===== src/rtl/io_panel_if.sv =====
// CPU-side register window of the board I/O panel: 3-bit select, one-cycle
// write strobe, write data and registered read data.
interface io_panel_if #(
    parameter int WORD_SIZE = 16
);
    logic [2:0]           addr;
    logic                 wr;
    logic [WORD_SIZE-1:0] data_in;
    logic [WORD_SIZE-1:0] data_out;

    modport master (output addr, output wr, output data_in, input data_out);
    modport slave  (input addr, input wr, input data_in, output data_out);
endinterface


===== src/rtl/io_panel.sv =====
// Memory-mapped board I/O: debounced buttons with sticky press flags,
// multiplexed seven-segment scan with per-digit blanking, and an LED register.
module io_panel #(
    parameter int WORD_SIZE      = 16,
    parameter int N_BTN          = 4,
    parameter int N_LED          = 4,
    parameter int N_DIG          = 4,
    parameter int SCAN_DIV       = 4096,
    parameter int DEB_DIV        = 65536,
    parameter int DEB_COUNT      = 4,
    parameter int BTN_ACTIVE_LOW = 1
) (
    input  logic             clk,
    input  logic             reset,
    io_panel_if.slave        bus,
    input  logic [N_BTN-1:0] bt,
    output logic [N_LED-1:0] led,
    output logic [7:0]       seg,
    output logic [N_DIG-1:0] dig
);
    localparam int DISP_W = 4 * N_DIG;
    localparam int IDX_W  = (N_DIG > 1) ? $clog2(N_DIG) : 1;
    localparam int SCAN_W = $clog2(SCAN_DIV);
    localparam int DEB_W  = $clog2(DEB_DIV);
    localparam int CNT_W  = $clog2(DEB_COUNT + 1);
    localparam logic [N_BTN-1:0] BT_IDLE = (BTN_ACTIVE_LOW != 0) ? {N_BTN{1'b1}} : {N_BTN{1'b0}};

    typedef enum logic [2:0] {
        A_DISP = 3'd0,
        A_DP   = 3'd1,
        A_LED  = 3'd2,
        A_CTRL = 3'd3,
        A_BTN  = 3'd4,
        A_EVT  = 3'd5
    } reg_addr_e;

    // Segment pattern {g,f,e,d,c,b,a}, active-high.
    function automatic logic [6:0] hex7(input logic [3:0] v);
        case (v)
            4'h0: hex7 = 7'h3F;  4'h1: hex7 = 7'h06;  4'h2: hex7 = 7'h5B;  4'h3: hex7 = 7'h4F;
            4'h4: hex7 = 7'h66;  4'h5: hex7 = 7'h6D;  4'h6: hex7 = 7'h7D;  4'h7: hex7 = 7'h07;
            4'h8: hex7 = 7'h7F;  4'h9: hex7 = 7'h6F;  4'hA: hex7 = 7'h77;  4'hB: hex7 = 7'h7C;
            4'hC: hex7 = 7'h39;  4'hD: hex7 = 7'h5E;  4'hE: hex7 = 7'h79;  4'hF: hex7 = 7'h71;
        endcase
    endfunction

    logic [DISP_W-1:0]    disp_q, disp_d;
    logic [N_DIG-1:0]     dp_q, dp_d;
    logic [N_LED-1:0]     led_q, led_d;
    logic [N_DIG:0]       ctrl_q, ctrl_d;
    logic [N_BTN-1:0]     btn_q, btn_d;
    logic [N_BTN-1:0]     evt_q, evt_d;
    logic [N_BTN-1:0]     bt_meta_q, bt_sync_q;
    logic [CNT_W-1:0]     deb_cnt_q [N_BTN];
    logic [CNT_W-1:0]     deb_cnt_d [N_BTN];
    logic [DEB_W-1:0]     deb_div_q, deb_div_d;
    logic [SCAN_W-1:0]    scan_div_q, scan_div_d;
    logic [IDX_W-1:0]     scan_idx_q, scan_idx_d;
    logic [7:0]           seg_q, seg_d;
    logic [N_DIG-1:0]     dig_q, dig_d;
    logic [WORD_SIZE-1:0] data_out_q, data_out_d;

    logic             deb_tick, scan_wrap;
    logic [N_BTN-1:0] sample, evt_clr;

    // NOTE: every always_comb output gets a default first so no path can infer a latch.
    always_comb begin
        disp_d = disp_q;
        dp_d   = dp_q;
        led_d  = led_q;
        ctrl_d = ctrl_q;
        if (bus.wr) begin
            case (bus.addr)
                A_DISP:  disp_d = bus.data_in[DISP_W-1:0];
                A_DP:    dp_d   = bus.data_in[N_DIG-1:0];
                A_LED:   led_d  = bus.data_in[N_LED-1:0];
                A_CTRL:  ctrl_d = bus.data_in[N_DIG:0];
                default: ;
            endcase
        end
    end

    // Debounce: a level flips only after DEB_COUNT consecutive differing ticks.
    always_comb begin
        deb_tick  = (deb_div_q == DEB_W'(DEB_DIV - 1));
        deb_div_d = deb_tick ? '0 : deb_div_q + 1'b1;
        sample    = bt_sync_q ^ BT_IDLE;
        btn_d     = btn_q;
        for (int i = 0; i < N_BTN; i++) begin
            deb_cnt_d[i] = deb_cnt_q[i];
            if (deb_tick) begin
                if (sample[i] == btn_q[i]) begin
                    deb_cnt_d[i] = '0;
                end else if (deb_cnt_q[i] == CNT_W'(DEB_COUNT - 1)) begin
                    btn_d[i]     = ~btn_q[i];
                    deb_cnt_d[i] = '0;
                end else begin
                    deb_cnt_d[i] = deb_cnt_q[i] + 1'b1;
                end
            end
        end
        evt_clr = (bus.wr && bus.addr == A_EVT) ? bus.data_in[N_BTN-1:0] : '0;
        // A press landing in the same cycle as its clear must not be lost.
        evt_d   = (evt_q & ~evt_clr) | (btn_d & ~btn_q);
    end

    always_comb begin
        scan_wrap  = (scan_div_q == SCAN_W'(SCAN_DIV - 1));
        scan_div_d = scan_wrap ? '0 : scan_div_q + 1'b1;
        scan_idx_d = scan_idx_q;
        if (scan_wrap) scan_idx_d = (scan_idx_q == IDX_W'(N_DIG - 1)) ? '0 : scan_idx_q + 1'b1;
        dig_d = '1;
        seg_d = 8'hFF;
        if (ctrl_q[0]) begin
            for (int i = 0; i < N_DIG; i++) begin
                if (scan_idx_q == IDX_W'(i) && !ctrl_q[i+1]) begin
                    dig_d[i] = 1'b0;
                    seg_d    = ~{dp_q[i], hex7(disp_q[4*i +: 4])};
                end
            end
        end
    end

    always_comb begin
        data_out_d = '0;
        case (bus.addr)
            A_DISP:  data_out_d[DISP_W-1:0] = disp_q;
            A_DP:    data_out_d[N_DIG-1:0]  = dp_q;
            A_LED:   data_out_d[N_LED-1:0]  = led_q;
            A_CTRL:  data_out_d[N_DIG:0]    = ctrl_q;
            A_BTN:   data_out_d[N_BTN-1:0]  = btn_q;
            A_EVT:   data_out_d[N_BTN-1:0]  = evt_q;
            default: ;
        endcase
    end

    // NOTE: sequential state uses non-blocking assignments only, so every
    // register samples pre-edge values regardless of statement order.
    always_ff @(posedge clk or negedge reset) begin
        if (!reset) begin
            disp_q     <= '0;
            dp_q       <= '0;
            led_q      <= '0;
            ctrl_q     <= {{N_DIG{1'b0}}, 1'b1};
            btn_q      <= '0;
            evt_q      <= '0;
            bt_meta_q  <= BT_IDLE;
            bt_sync_q  <= BT_IDLE;
            // NOTE: the per-button counters are flops, not RAM, so each entry is reset.
            for (int i = 0; i < N_BTN; i++) deb_cnt_q[i] <= '0;
            deb_div_q  <= '0;
            scan_div_q <= '0;
            scan_idx_q <= '0;
            seg_q      <= 8'hFF;
            dig_q      <= '1;
            data_out_q <= '0;
        end else begin
            disp_q     <= disp_d;
            dp_q       <= dp_d;
            led_q      <= led_d;
            ctrl_q     <= ctrl_d;
            btn_q      <= btn_d;
            evt_q      <= evt_d;
            bt_meta_q  <= bt;
            bt_sync_q  <= bt_meta_q;
            for (int i = 0; i < N_BTN; i++) deb_cnt_q[i] <= deb_cnt_d[i];
            deb_div_q  <= deb_div_d;
            scan_div_q <= scan_div_d;
            scan_idx_q <= scan_idx_d;
            seg_q      <= seg_d;
            dig_q      <= dig_d;
            data_out_q <= data_out_d;
        end
    end

    assign bus.data_out = data_out_q;
    assign led          = ~led_q;
    assign seg          = seg_q;
    assign dig          = dig_q;
endmodule


===== src/flat_wrapper.sv =====
// flat-port wrapper written by rule: the top's interface ports become plain ports
module io_panel_flat 
#(
    parameter int WORD_SIZE      = 16,
    parameter int N_BTN          = 4,
    parameter int N_LED          = 4,
    parameter int N_DIG          = 4,
    parameter int SCAN_DIV       = 4096,
    parameter int DEB_DIV        = 65536,
    parameter int DEB_COUNT      = 4,
    parameter int BTN_ACTIVE_LOW = 1
)
  (clk, reset, bt, led, seg, dig, bus_addr, bus_wr, bus_data_in, bus_data_out);
  io_panel_if #(.WORD_SIZE(WORD_SIZE)) bus_i ();
  input  logic clk;
  input  logic reset;
  input  logic [N_BTN-1:0] bt;
  output logic [N_LED-1:0] led;
  output logic [7:0] seg;
  output logic [N_DIG-1:0] dig;
  input wire logic [$bits(bus_i.addr)-1:0] bus_addr;
  input wire logic [$bits(bus_i.wr)-1:0] bus_wr;
  input wire logic [$bits(bus_i.data_in)-1:0] bus_data_in;
  output wire logic [$bits(bus_i.data_out)-1:0] bus_data_out;
  assign bus_i.addr = bus_addr;
  assign bus_i.wr = bus_wr;
  assign bus_i.data_in = bus_data_in;
  assign bus_data_out = bus_i.data_out;
  io_panel #(.WORD_SIZE(WORD_SIZE), .N_BTN(N_BTN), .N_LED(N_LED), .N_DIG(N_DIG), .SCAN_DIV(SCAN_DIV), .DEB_DIV(DEB_DIV), .DEB_COUNT(DEB_COUNT), .BTN_ACTIVE_LOW(BTN_ACTIVE_LOW)) u_core (.clk(clk), .reset(reset), .bus(bus_i), .bt(bt), .led(led), .seg(seg), .dig(dig));
endmodule

===== config.mk =====
export PLATFORM = sky130hd
export DESIGN_NAME = io_panel_flat
export DESIGN_NICKNAME = d
export VERILOG_FILES = /design/src/rtl/io_panel_if.sv /design/src/rtl/io_panel.sv /design/src/flat_wrapper.sv
export SDC_FILE = /design/constraint.sdc
export NUM_CORES = 1
export LEC_CHECK = 0
export ABC_AREA = 1
export BUFFER_PORTS_ARGS = -buffer_cell sky130_fd_sc_hd__buf_2
export CORE_AREA = 2 2 105 107
export DETAILED_ROUTE_END_ITERATION = 10
export DIE_AREA = 0 0 107 109
export GPL_TIMING_DRIVEN = 1
export MAX_ROUTING_LAYER = met4
export PLACE_DENSITY_LB_ADDON = 0.3
export SLEW_MARGIN = 15
export SYNTH_ARGS = -nofsm -noshare
export SYNTH_HDL_FRONTEND = slang
export SYNTH_SLANG_ARGS = --single-unit

===== constraint.sdc =====
create_clock -name clk -period 1.8 [get_ports clk]
set_input_delay 0 -clock clk [delete_from_list [all_inputs] [get_ports clk]]
set_output_delay 0 -clock clk [all_outputs]
set_load 0.1 [all_outputs]

Word-level counts from Yosys, hierarchy flattened --
Memory sizes are Yosys's and may differ from the RTL's. Index checks and enable logic that the tools add are counted.
Word-level totals: register bits 115, output and inout bits 32, logic and storage cells 122, ROM bits 448, memories 4
Operators by class: $add $sub $neg 7, reduce and logical (&&, ||, !) cells 15, eq/ne operators 18, mux-type cells 45, bitwise logic cells 15
Memories:
- (no name shown) | words 16, width 7, read ports 1, clocked after memory_dff 0, wr ports 0, RTL line io_panel.sv:39 | case (v)
- (no name shown) | words 16, width 7, read ports 1, clocked after memory_dff 0, wr ports 0, RTL line io_panel.sv:39
- (no name shown) | words 16, width 7, read ports 1, clocked after memory_dff 0, wr ports 0, RTL line io_panel.sv:39
- (no name shown) | words 16, width 7, read ports 1, clocked after memory_dff 0, wr ports 0, RTL line io_panel.sv:39
Operator list (number):
- $mux W7 | 8
- $mux W8 | 5
- $not A8 Y8 | 4
- $mux W3 | 8
- $pmux W4 S6 | 1
- $eq A3 B2 Y1 const B | 6
- $add A16 B1 Y16 const B | 1
- $eq A16 B16 Y1 const B | 1
- $mux W1 | 16
- $mux W16 | 1
- $not A4 Y4 | 4
- $add A12 B1 Y12 const B | 1
- $add A3 B1 Y3 const B | 4
- $eq A12 B12 Y1 const B | 1
- $mux W12 | 1
- $mux W11 | 1
- $and A4 B4 Y4 | 2
- $mux W4 | 2
- $reduce_and A2 Y1 | 4
- $eq A3 B3 Y1 const B | 2
- $logic_and A1 B1 Y1 | 5
- $eq A1 B1 Y1 | 4
- $eq A2 B2 Y1 const B | 2
- $logic_not A1 Y1 | 4
- other kinds (9) | 12

Longest topological paths before layout --
word-level depth 10, mapped depth 11, depth with buffers taken out 11

Worst setup path after synthesis --
OpenSTA, ideal clock, no wires.
path type register to register, from register u_core.deb_div_q[0], to register u_core.deb_cnt_q[2] in the netlist's numbering, stages on the path, launching flop included 10, data arrival time 1.417 ns, slack 0.266 ns, setup time 0.117 ns, clock period less this slack 1.534 ns, buffers on the path 1, cell sequence dfrtp_1 ha_1 nand2_1 nor2_2 nand2_2 nor2_4 nand4_4 buf_4 nand2_1 nand2_1
Between the ends: word-level cells in the longest chain between the ends 1
RTL lines:
- from (decl) | RTL line io_panel.sv:56 | logic [DEB_W-1:0] deb_div_q, deb_div_d;
- from (signal assigned) | RTL line io_panel.sv:167 | deb_div_q <= deb_div_d;
- $eq A16 B16 Y1 | RTL line io_panel.sv:85 | deb_tick = (deb_div_q == DEB_W'(DEB_DIV - 1));
- to (decl) | RTL line io_panel.sv:54 | logic [CNT_W-1:0] deb_cnt_q [N_BTN];
No other way between the ends. A chain may end at the register's enable or synchronous reset.

Worst setup path after layout --
Ends and elaborated chain as after synthesis.

==> results_dict.tcl <==
set metrics [dict create \
    ioPinCount 58 \
    avgViaCountPerCell 5.46 \
    syn_avg_cell_area_um2 8.08 \
    seq_power_share_pct 35.2 \
    core_um2 10600 \
    peakVddDrop_uv 793 \
    drive_gt1_share_pct 17.5 \
    fillers 765 \
    max_freq_mhz 590 \
    rsz0062_at_grt "false" \
    crit_chain "ha_4 > nand2_1 > nor2_2 > nand2_2 > nor2_4 > nand2_4 > nor2_4 > buf_12 > nand3_2 > nand2_1" \
    maxCapViolCount 0 \
    maxSlewHeadroom_pct 59.6 \
    clock_power_share_pct 44.1 \
    fp-row-count 38 \
    worst_pin_slew_ps 601 \
    p_leak_nw 3.87 \
    final_cells 1008 \
    cp.arrival_ps 2160 \
    cp_num_buf_inv 1 \
    top_usage_layer "met2" \
    drtPass1Iterations 5 \
    die_h_um 109 \
    hold_viol 0 \
    async_reset_ff_share_pct 100 \
    critPathRequiredTime_ps 2270 \
    power.density_nw_per_um2 1140 \
    crit_family "simple AND/OR/NAND/NOR gates" \
    p_int_mw 5.92 \
    htreeDepth 4 \
    yosys_register_bits 115 \
    grt_antenna_before_repair 0 \
    grt_usage_pct 27.7 \
    synth.distinct_cells 36 \
    first_iter_violations 345 \
    diodes 0 \
    holdWs_ps 103 \
    cts_buffers 17 \
    die-area_um2 11700 \
    rr_worst_depth 10 \
    drv_slew 0 \
    fin_crit_ps 1690 \
    synth_nets 818 \
    cp_slowest_cell "dfrtp_2" \
    grt_use_met1_pct 36.0 \
    postRouteAntennaNets 0 \
    post_drt_wl_per_cell_um 14.5 \
    syn_area_um2 6120 \
    wirelength_um 14600 \
    grt_use_met2_pct 41.9 \
    start_util_pct 57.8 \
    place_congestion 0.906 \
    endpoint_kind "flop" \
    io_buffers 57 \
    clk_pin_slew_ps 60 \
    place_area_um2 6580 \
    die_w_um 107 \
    r2r-start "u_core.deb_div_q[0]" \
    drcViolationCount 0 \
    critPathKind "reg -> reg" \
    grt_max_degree 44 \
    switching_share_pct 31.8 \
    min_period_over_period_pct 94.1 \
    tritoncts "done" \
    outcome "finished, final reports clean" \
    num_vias 5501 \
    clock_sinks 115 \
    clockBufferDepth 2 \
    path_max_fanout 10 \
    yosysSeqAreaShare_pct 47.4 \
    slowest_delay_ps 420 \
    finClkSkew_ps 7.60 \
    nNetsFinal 915 \
    grt_pass1_wl_um 24500 \
    synthCells 758 \
    p_comb_share_pct 20.7 \
    placed_cells 946 \
    overflow 0 \
    synth_flop_cell "dfrtp_1" \
    place_hpwl_um 9670 \
    post-route-util_pct 71.8 \
    first_global_vias 5216 \
    p_switching_mw 2.76 \
    grt.met3_usage_pct 6.34 \
    final-setup-viol-count 0 \
    synth_edf_count 0 \
    r2r_slack_ps 110 \
    area_growth_pct 24.4 \
    root_buffer "clkbuf_8" \
    ys_warn_count 0 \
    clk_latency_ps 530 \
    p_total_mw 8.68 \
    r2r_end "u_core.deb_cnt_q[2]" \
    min_path_type "in -> async" \
    final_cell_area_um2 7620 \
    cp-start-kind "flop" \
]
cell usage after synthesis, drive strengths merged (4+ instances only):
master / n / area [um2]
dfstp: 21 / 552
o22ai: 4 / 25.0
clkbuf: 7 / 26.3
dfrtp: 94 / 2350
nand4: 8 / 65.1
xnor2: 6 / 52.6
xor2: 11 / 96.3
buf: 10 / 67.6
ha: 34 / 425
o21ai: 55 / 298
nand3: 64 / 360
nor2: 87 / 355
nand3b: 5 / 37.5
nor3: 12 / 65.1
inv: 95 / 357
a31oi: 4 / 25.0
nand2: 209 / 795
a21oi: 24 / 120
placed cells by master (no fill, tap or decap), types with 8 or more instances in the layout:
cell type and instances:
nand2_1 207, inv_1 95, dfrtp_1 93, nor2_1 82, nand3_1 56, buf_2 56
o21ai_0 49, ha_1 32, dlygate4sd3_1 25, a21oi_1 24, dfstp_2 21, clkbuf_16 16
xor2_1 11, nor3_1 10, nand3_2 8
power groups by stage:
stage,logic [mW],clock network (mW),registers (mW)
6_report,1.79,3.83,3.06
3_3_place_gp,1.68,0,3.08
3_5_place_dp,1.71,0,3.09
4_1_cts,1.78,3.88,3.05
5_1_grt,1.96,3.99,3.09
2_1_floorplan,0.918,0,3.47
how the worst max path moves through the flow:
| stage | startpoint | end | slack, ps | cells past startpoint |
|---|---|---|---|---|
| 3_3_place_gp | u_core.deb_div_q[0] | u_core.btn_q[2] | 110 | 8 |
| 5_1_grt | u_core.deb_div_q[0] | u_core.deb_cnt_q[10] | 3 | 10 |
| 3_5_place_dp | u_core.deb_div_q[0] | u_core.btn_q[2] | -20 | 9 |
| 2_1_floorplan | u_core.deb_div_q[0] | u_core.deb_cnt_q[2] | 270 | 9 |
| 6_report | u_core.deb_div_q[0] | u_core.deb_cnt_q[2] | 110 | 10 |
| 4_1_cts | u_core.deb_div_q[0] | u_core.deb_div_q[15] | 7 | 8 |
cell families (layout without fill, tap and decap cells):
group / count (synthesis) / after routing / synth area share (%)
DFF: 115 / 115 / 47.4
and+or+nand+nor: 387 / 389 / 27.6
adders and majority gates: 34 / 34 / 6.95
buffers and inverters: 114 / 222 / 7.48
AOI/OAI and AO/OA: 91 / 91 / 8.13
xor gates and xnor gates: 17 / 17 / 2.43
state kept, by name (all words and copies together), names as in the netlist:
| name | cells |
|---|---|
| u_core.deb_cnt_q | 12 |
| u_core.btn_q | 4 |
| u_core.bt_sync_q | 4 |
| u_core.dp_q | 4 |
| u_core.led_q | 4 |
| u_core.disp_q | 16 |
| u_core.evt_q | 4 |
| u_core.seg | 8 |
| u_core.ctrl_q | 5 |
| u_core.bus.data_out | 16 |
| u_core.bt_meta_q | 4 |
| u_core.deb_div_q | 16 |
| u_core.dig | 4 |
| u_core.scan_div_q | 12 |
| u_core.scan_idx_q | 2 |
layer usage:
metal / up-vias / part of all wire (%)
met3: 49 / 6.5
met4: 0 / 3.1
met5: - / 0
met2: 228 / 47
li1: 2605 / -
met1: 2619 / 44
cell type report:
| class | count | area, um2 | area share (%) |
|---|---|---|---|
| clock buffers | 20 | 455 | 5.98 |
| well taps | 140 | 175 | 2.30 |
| repair buffers | 93 | 683 | 8.97 |
| clock inverters | 12 | 226 | 2.97 |
| multi-input cells | 531 | 2810 | 36.9 |
| flip-flops and latches | 115 | 2910 | 38.1 |
| inverters | 97 | 364 | 4.78 |
timing repair:
item / 4_1_cts / 5_1_grt
hold endpoints to repair: 141 / 0
hold buffers: 26 / 0
resized for setup: 1 / 5
pin swaps: 2 / 3
setup endpoints to repair: 6 / 36
cloned: 1 / 1
buffers inserted: 0 / 2
stage by stage:
| stage | setup TNS, ps | setup slack, ps |
|---|---|---|
| 2_1_floorplan | 0 | 266 |
| 3_3_place_gp | 0 | 114 |
| 3_5_place_dp | -37.5 | -17.0 |
| 4_1_cts | 0 | 7.14 |
| 5_1_grt | 0 | 2.86 |
| 6_report | 0 | 106 |
No activity file was read; power rests on OpenSTA's default activity.
